==> src/rtl/vga_pkg.sv <==
// Shared widths, colour type and colour constants for the bouncing-sprite pixel stage.
package vga_pkg;
  localparam int H_ACTIVE_DEF = 640;
  localparam int V_ACTIVE_DEF = 480;
  localparam int COORD_W      = 10;

  typedef logic [2:0] rgb_t;

  localparam rgb_t RGB_RED   = 3'b100;
  localparam rgb_t RGB_GREEN = 3'b010;
  localparam rgb_t RGB_BLUE  = 3'b001;

  // One left rotation walks green -> red -> blue -> green.
  function automatic rgb_t rgb_rotl(input rgb_t c);
    return {c[1:0], c[2]};
  endfunction
endpackage

==> src/rtl/vga_sprite_motion.sv <==
// One axis of sprite motion: position, direction and wall-hit detection.
// Position and direction update on the clock after i_upd; o_hit is combinational from current state.
module vga_sprite_motion
  import vga_pkg::*;
#(
  parameter int ACTIVE = 640,
  parameter int BOX    = 100,
  parameter int STEP   = 1,
  parameter int INIT   = 0
) (
  input  logic               clk,
  input  logic               reset,
  input  logic               i_upd,
  output logic [COORD_W-1:0] o_pos,
  output logic               o_hit
);
  localparam logic [COORD_W:0]   LIMIT   = (COORD_W+1)'(ACTIVE);
  localparam logic [COORD_W:0]   AHEAD   = (COORD_W+1)'(STEP + BOX);
  localparam logic [COORD_W-1:0] MAX_POS = COORD_W'(ACTIVE - BOX);
  localparam logic [COORD_W-1:0] STEP_C  = COORD_W'(STEP);
  localparam logic [COORD_W-1:0] INIT_C  = COORD_W'(INIT);

  logic [COORD_W-1:0] r_pos;
  logic               r_dir_pos;
  logic [COORD_W:0]   w_ahead;
  logic               w_hit_hi;
  logic               w_hit_lo;

  // Far-edge test is done one bit wider so it cannot wrap past the screen.
  assign w_ahead  = {1'b0, r_pos} + AHEAD;
  assign w_hit_hi = (w_ahead > LIMIT);
  assign w_hit_lo = (r_pos < STEP_C);
  assign o_hit    = r_dir_pos ? w_hit_hi : w_hit_lo;
  assign o_pos    = r_pos;

  always_ff @(posedge clk) begin
    if (reset) begin
      r_pos     <= INIT_C;
      r_dir_pos <= 1'b1;
    end else if (i_upd) begin
      if (r_dir_pos) begin
        if (w_hit_hi) begin
          r_pos     <= MAX_POS;
          r_dir_pos <= 1'b0;
        end else begin
          r_pos <= r_pos + STEP_C;
        end
      end else begin
        if (w_hit_lo) begin
          r_pos     <= '0;
          r_dir_pos <= 1'b1;
        end else begin
          r_pos <= r_pos - STEP_C;
        end
      end
    end
  end
endmodule

==> src/rtl/vga_bounce_sprite.sv <==
// Pixel-colour stage drawing a bouncing box; position steps once per FRAME_DIV frames in vblank.
// RGB, syncs and bounce are all registered: pins lag the counters by exactly one pix_clk.
module vga_bounce_sprite
  import vga_pkg::*;
#(
  parameter int H_ACTIVE  = H_ACTIVE_DEF,
  parameter int V_ACTIVE  = V_ACTIVE_DEF,
  parameter int BOX_W     = 100,
  parameter int BOX_H     = 100,
  parameter int STEP      = 1,
  parameter int FRAME_DIV = 1,
  parameter int X_INIT    = 0,
  parameter int Y_INIT    = 0
) (
  input  logic               clk,
  input  logic               reset,
  input  logic [COORD_W-1:0] h_count,
  input  logic [COORD_W-1:0] v_count,
  input  logic               display_en,
  input  logic               h_sync_in,
  input  logic               v_sync_in,
  input  logic               pause,
  output logic               vga_r,
  output logic               vga_g,
  output logic               vga_b,
  output logic               vga_hsync,
  output logic               vga_vsync,
  output logic               bounce
);
  localparam int DIV_W = (FRAME_DIV > 1) ? $clog2(FRAME_DIV) : 1;
  localparam logic [DIV_W-1:0] DIV_LAST = DIV_W'(FRAME_DIV - 1);

  logic [DIV_W-1:0]   r_div_cnt;
  rgb_t               r_colour;
  logic               w_frame_tick;
  logic               w_tick_run;
  logic               w_upd;
  logic               w_hit_x;
  logic               w_hit_y;
  logic [COORD_W-1:0] w_x;
  logic [COORD_W-1:0] w_y;
  logic [COORD_W:0]   w_x_end;
  logic [COORD_W:0]   w_y_end;
  logic               w_in_box;

  // Line 0 of the first blanking row: seen once per frame, well clear of visible pixels.
  assign w_frame_tick = (h_count == '0) && (v_count == COORD_W'(V_ACTIVE));
  assign w_tick_run   = w_frame_tick && !pause;
  assign w_upd        = w_tick_run && (r_div_cnt == DIV_LAST);

  always_ff @(posedge clk) begin
    if (reset) begin
      r_div_cnt <= '0;
    end else if (w_tick_run) begin
      r_div_cnt <= (r_div_cnt == DIV_LAST) ? '0 : r_div_cnt + 1'b1;
    end
  end

  vga_sprite_motion #(
    .ACTIVE(H_ACTIVE), .BOX(BOX_W), .STEP(STEP), .INIT(X_INIT)
  ) u_x (
    .clk(clk), .reset(reset), .i_upd(w_upd), .o_pos(w_x), .o_hit(w_hit_x)
  );

  vga_sprite_motion #(
    .ACTIVE(V_ACTIVE), .BOX(BOX_H), .STEP(STEP), .INIT(Y_INIT)
  ) u_y (
    .clk(clk), .reset(reset), .i_upd(w_upd), .o_pos(w_y), .o_hit(w_hit_y)
  );

  assign w_x_end  = {1'b0, w_x} + (COORD_W+1)'(BOX_W);
  assign w_y_end  = {1'b0, w_y} + (COORD_W+1)'(BOX_H);
  assign w_in_box = (h_count >= w_x) && ({1'b0, h_count} < w_x_end) &&
                    (v_count >= w_y) && ({1'b0, v_count} < w_y_end);

  // A corner hit flags both axes in the same update but rotates the colour only once.
  always_ff @(posedge clk) begin
    if (reset) begin
      r_colour  <= RGB_GREEN;
      bounce    <= 1'b0;
      vga_r     <= 1'b0;
      vga_g     <= 1'b0;
      vga_b     <= 1'b0;
      vga_hsync <= 1'b1;
      vga_vsync <= 1'b1;
    end else begin
      if (w_upd && (w_hit_x || w_hit_y)) begin
        r_colour <= rgb_rotl(r_colour);
      end
      bounce    <= w_upd && (w_hit_x || w_hit_y);
      {vga_r, vga_g, vga_b} <= (display_en && w_in_box) ? r_colour : 3'b000;
      vga_hsync <= h_sync_in;
      vga_vsync <= v_sync_in;
    end
  end
endmodule

==> config.mk <==
export PLATFORM = sky130hd
export DESIGN_NAME = vga_bounce_sprite
export DESIGN_NICKNAME = d
export VERILOG_FILES = /design/src/rtl/vga_pkg.sv /design/src/rtl/vga_sprite_motion.sv /design/src/rtl/vga_bounce_sprite.sv
export SDC_FILE = /design/constraint.sdc
export NUM_CORES = 1
export LEC_CHECK = 0
export CAP_MARGIN = 30
export CELL_PAD_IN_SITES_DETAIL_PLACEMENT = 1
export CELL_PAD_IN_SITES_GLOBAL_PLACEMENT = 1
export CORE_MARGIN = 5
export CORE_UTILIZATION = 30
export DETAILED_ROUTE_END_ITERATION = 10
export HOLD_SLACK_MARGIN = 0.02
export PLACE_DENSITY = 0.67
export SLEW_MARGIN = 40
export SYNTH_ARGS = -nofsm -noshare
export SYNTH_HDL_FRONTEND = slang
export SYNTH_SLANG_ARGS = --single-unit
==> constraint.sdc <==
create_clock -name clk -period 3.5 [get_ports clk]
set_input_delay 0.35 -clock clk [delete_from_list [all_inputs] [get_ports clk]]
set_output_delay 0.35 -clock clk [all_outputs]
set_load 0.1 [all_outputs]
* Yosys cells after proc, flatten, opt, wreduce, memory -nomap -nowiden
Index checks and enable logic that the tools add are counted.
** Operators by class
- Reductions and logical operators :: 12
- $add $sub $neg :: 9
- Mux-type cells :: 15
- Bitwise gates (word level) :: 2
- $lt $le $gt $ge :: 8
- Equal/unequal tests :: 1
** Operators with widths (count)
- two-way mux 10 bit :: 6
- adder 10 x 7 -> 11 bit (second input constant) :: 4
- < comparator 10 x 11 -> 1 bit :: 2
- adder 10 x 1 -> 10 bit (second input constant) :: 2
- greater-or-equal comparator 10 bit :: 2
- < comparator 10 x 1 -> 1 bit (second input constant) :: 2
- subtractor 10 x 1 -> 10 bit (second input constant) :: 2
- greater-than comparator 11 x 10 -> 1 bit (second input constant) :: 1
- greater-than comparator 11 x 9 -> 1 bit (second input constant) :: 1
- equality test 10 x 9 -> 1 bit (second input constant) :: 1
- zero test 10 bit :: 1
- two-way mux 1 bit :: 9
- logical AND 1 bit :: 8
- inverter 1 bit :: 2
- OR reduction 2 bit :: 1
- adder 1 bit (second input constant) :: 1
- zero test 1 bit :: 1
- logical OR 1 bit :: 1
** Storage, ports and cells
- Output and inout port bits :: 6
- Register bits :: 32

* Depth between registers and ports, before layout
- Depth in word-level cells :: 8
- Mapped depth :: 11
- Gate-level depth less buffers :: 11

* By module
A second synthesis with hierarchy kept.
** Second synthesis, totals
- Cell total of the unflattened synthesis :: 456
- Area total of the unflattened synthesis :: 3549.7 µm²
** By module, submodules not included
- vga_bounce_sprite :: cells an instance 174, area an instance 1420.1 µm², times used 1
- vga_sprite_motion at u_y :: cells an instance 142, area an instance 1073.5 µm², times used 1
- vga_sprite_motion at u_x :: cells an instance 140, area an instance 1056.0 µm², times used 1

* Least setup slack after synthesis
No wires, ideal clock.
- Path kind :: register to register
- From :: register u_x.r_pos[2], in the netlist u_x.o_pos[2]
- To :: register r_colour[1]
- Stages on the path, launching flop included :: 12
- Slack :: 1.026 ns
- Arrival time :: 2.345 ns
- Data required time :: 3.372 ns
- Cell sequence :: dfxtp_1 -> buf_2 -> inv_1 -> ha_1 -> and3_1 -> or2_1 -> o2111ai_1 -> a21boi_1 -> o21ai_1 -> buf_2 -> a2111oi_2 -> nor3_1
** On the way
- Cells in the longest elaborated chain, start to end :: 5
- Elaborated cells between the ends (all ways) :: 6
** RTL lines
- start, declared :: RTL line vga_sprite_motion.sv:23 : logic [COORD_W-1:0] r_pos;
- start signal, assigned :: RTL line vga_sprite_motion.sv:46 : r_pos <= r_pos + STEP_C;
- start signal, assigned :: RTL line vga_sprite_motion.sv:53 : r_pos <= r_pos - STEP_C;
- adder 10 x 7 -> 11 bit :: RTL line vga_sprite_motion.sv:30 : assign w_ahead = {1'b0, r_pos} + AHEAD;
- greater-than comparator 11 x 10 -> 1 bit :: RTL line vga_sprite_motion.sv:31 : assign w_hit_hi = (w_ahead > LIMIT);
- two-way mux 1 bit (*) :: RTL line vga_sprite_motion.sv:33 : assign o_hit = r_dir_pos ? w_hit_hi : w_hit_lo;
- logical OR 1 bit (*) :: RTL line vga_bounce_sprite.sv:87 : if (w_upd && (w_hit_x || w_hit_y)) begin
- logical AND 1 bit (*) :: RTL line vga_bounce_sprite.sv:87
- end signal, assigned :: RTL line vga_bounce_sprite.sv:88 : r_colour <= rgb_rotl(r_colour);
- end, declared :: RTL line vga_bounce_sprite.sv:34 : rgb_t r_colour;
Mark *: on every way between the ends. The rest lies on a longest branch, timed or not.
A chain may end at the register's enable or synchronous reset.

* Worst setup path after layout
- From :: register u_y.r_pos[2], in the netlist u_y.o_pos[2]
- To :: register vga_r
** On the way
- Cells in the longest elaborated chain, start to end :: 6
- Elaborated cells between the ends (all ways) :: 8
** RTL lines
- start, declared :: RTL line vga_sprite_motion.sv:23
- start signal, assigned :: RTL line vga_sprite_motion.sv:46
- start signal, assigned :: RTL line vga_sprite_motion.sv:53
- adder 10 x 7 -> 11 bit / greater-or-equal comparator 10 bit (equally long branches) :: RTL line vga_bounce_sprite.sv:72, vga_bounce_sprite.sv:74
- < comparator 10 x 11 -> 1 bit / logical AND 1 bit (equally long branches) :: RTL line vga_bounce_sprite.sv:74, vga_bounce_sprite.sv:73
- logical AND 1 bit (*) :: RTL line vga_bounce_sprite.sv:74 : (v_count >= w_y) && ({1'b0, v_count} < w_y_end);
- logical AND 1 bit (*) :: RTL line vga_bounce_sprite.sv:91 : {vga_r, vga_g, vga_b} <= (display_en && w_in_box) ? r_colour : 3'b000;
- inverter 1 bit (no line) (*)
- OR reduction 2 bit (no line) (*)
- end signal, assigned :: RTL line vga_bounce_sprite.sv:91
- end, declared :: RTL line vga_bounce_sprite.sv:23 : output logic vga_r,
Marked as above.

==> flow_metrics.tcl <==
set metrics [dict create \
    outcome "complete, no violations" \
    p_sw_uw 219 \
    nNetsFinal 567 \
    drc 0 \
    final_period_minus_worst_setup_slack_ps 3150 \
    rsz0062_at_grt "false" \
    grtUsageMet3_pct 2.58 \
    syn_inst 475 \
    yosys_most_used_dff "dfxtp_1" \
    yosysTopAreaCellShare_pct 17.6 \
    min_from "r_colour[2]" \
    worstSkewPairLatency_ps 280 \
    cts_buffer_depth 2 \
    final_common_cell "ha_1" \
    dieArea_sq_um 14000 \
    drive_gt1_share_pct 8.28 \
    grt_antenna_before_repair 0 \
    drtIter0Drc 152 \
    root_buffer "clkbuf_16" \
    cp-end-kind "flop" \
    required_ps 3690 \
    p_per_area_nw_per_um2 219 \
    sw_frac_of_total_pct 24.5 \
    core_area_sq_um 11500 \
    path_max_fanout 9 \
    r2r_slack_ps 350 \
    die_x_microns 119 \
    first_pass_iters 4 \
    gp_congestion 0.851 \
    synth_top_area_cell "dfxtp_1" \
    grt_max_degree 26 \
    initial_core_util_pct 30.8 \
    cts_tree "built" \
    synth_cell_types 66 \
    synth-edff-count 0 \
    max_slew.worst_pin.slew_ps 642 \
    post_cts_buffers 0 \
    grt_pass1_vias 3748 \
    placed_area_sq_um 3930 \
    critPathArrivalTime_ps 3330 \
    clk_pin_slew_ps 60 \
    hold_buffers 0 \
    cts_sinks 31 \
    synth_area_sq_um 3530 \
    synth.area.top_cells "dfxtp_1 (18%), ha_1 (17%), a21oi_1 (5.5%), o21ai_0 (4.5%), nor2_1 (4.3%)" \
    top_usage_layer "met2" \
    worstSetupStartpoint "u_y.o_pos[2]" \
    fp.dieH_microns 119 \
    use_met2_pct 29.4 \
    r2r_end "vga_r" \
    synth-seq-cells 31 \
    finalHoldViolCount 0 \
    maxCapViolations 0 \
    clock_skew_ps 5.76 \
    p_leak_uw 0.00149 \
    seq_area_frac_synth_pct 17.6 \
    h-tree-depth 2 \
    setup_viol 0 \
    combPwrFrac_pct 12.6 \
    io_buffers 31 \
    hp-class "reg2reg" \
    worstSetupPathType "reg2reg" \
    cts_resized 0 \
    seqPwrFrac_pct 40.3 \
    n_antenna_cell 0 \
    numCtsBuffers 5 \
    synth_warnings 0 \
    synthArstFlopShare_pct 0 \
    avgRoutedWirePerCell_microns 18.4 \
    r2r_cells 10 \
    drv_slew 0 \
    syn2layout_area_growth_pct 15.5 \
    syn-num-nets 548 \
    design_area_sq_um 4080 \
    clockPowerShare_pct 47.1 \
    grtUsageMet1_pct 20.6 \
    layout_common_cells "ha_1 (47), nor2_1 (40), a21oi_1 (39), nand2_1 (34), o21ai_0 (32)" \
    clock.fmax_mhz 318 \
    grt.overflow.total 0 \
    hold-path-endpoint "vga_r" \
    whs_path_depth 1 \
    setup_tns_ps 0 \
    dp.final_hpwl_mm 9.19 \
    routed_wl_mm 11.8 \
    avgSynthCellArea_sq_um 7.44 \
    critPathLaunchType "flop" \
    min_period_over_period_pct 89.9 \
    viasPerCell 5.76 \
    ant_nets 0 \
    r2r-start "u_y.o_pos[2]" \
    grt.total_usage_pct 16.5 \
    num_vias 3674 \
    fp-row-count 39 \
    ir_drop_mv 0.193 \
    p_int_uw 673 \
    ioPinCount 32 \
    grt_pass1_wl_mm 19.3 \
    relSlewSlack_pct 57.2 \
]
[sequential cells by signal (all words and copies together) (netlist names)]
name,flops
vga_vsync,1
u_y.o_pos,10
vga_b,1
u_x.o_pos,10
vga_g,1
vga_hsync,1
vga_r,1
u_x.r_dir_pos,1
u_y.r_dir_pos,1
r_colour,3
bounce,1
[kinds of logic (layout without fill, tap and decap cells)]
group | Yosys count | in the layout | synth area share [%]
fa+ha+maj | 47 | 47 | 16.6
mux | 3 | 3 | 0.850
buf+inv | 58 | 78 | 6.91
compound gates | 144 | 144 | 27.9
simple gates | 174 | 174 | 25.6
xor+xnor | 18 | 18 | 4.46
flops | 31 | 31 | 17.6
[per-stage QoR]
step | hold slack [ps] | power, uW | instances | setup slack, ps | utilization, %
after global routing | 501 | 934 | 638 | 119 | 35.6
after detailed placement | 487 | 480 | 630 | 328 | 34.3
after CTS | 494 | 903 | 638 | 292 | 35.5
after floorplan | 454 | 423 | 475 | 1030 | -
final | 489 | 892 | 638 | 354 | 35.6
after global placement | 477 | 477 | 630 | 407 | 34.6
[worst max-delay path by stage]
stage / to / depth (start not counted)
global placement: vga_g / 10
finish: vga_r / 10
CTS: vga_r / 10
detailed placement: vga_r / 10
floorplan: r_colour[1] / 11
global route: vga_r / 10
[final cells by class]
cell class,count,area (sq um)
Sequential cell,31,621
Clock buffer,7,133
Tap cell,143,179
Inverter,30,113
Fill cell,1420,7390
Timing Repair Buffer,40,348
Multi-Input combinational cell,386,2680
Clock inverter,1,5.00
[per-layer routing]
layer	vias to the layer above	share of wire (%)
met5	-	0
met4	0	2.2
met3	21	2.6
met2	53	50
met1	1808	46
li1	1792	-
[synthesized netlist by cell type (4+ instances only)]
library cell and n:
ha_1 47, nor2_1 40, a21oi_1 39, nand2_1 34, o21ai_0 32, dfxtp_1 31, inv_1 29, nand3_1 22
nor3_1 20, xnor2_1 17, clkbuf_1 16, buf_2 9, or3_1 9, a211o_1 7, and3_1 7, nor4_1 7
a21o_1 6, a211oi_1 5, nand2b_1 5, o2111ai_1 5, o21a_1 5, or2_2 5, a221oi_1 4, a31oi_1 4
nand4_1 4, nand4b_1 4, nor3b_1 4, o211ai_1 4, o22ai_1 4
[power groups by stage]
stage,Sequential [uW],Combinational (uW),Clock (uW)
2_1_floorplan,376,46.9,0
3_3_place_gp,367,110,0
3_5_place_dp,367,113,0
4_1_cts,359,114,430
5_1_grt,359,125,450
6_report,359,112,420
[critical path, cell delays in order (launching register included)]
cell and delay [ps]:
dfxtp_1 550, ha_1 370, nand2_1 130, nand2_1 130, nand2_1 80, xnor2_1 160
ha_1 310, a211o_1 320, a2111oi_0 430, nand4_1 320, nor3b_1 260
No activity file was read; power rests on OpenSTA's default activity.
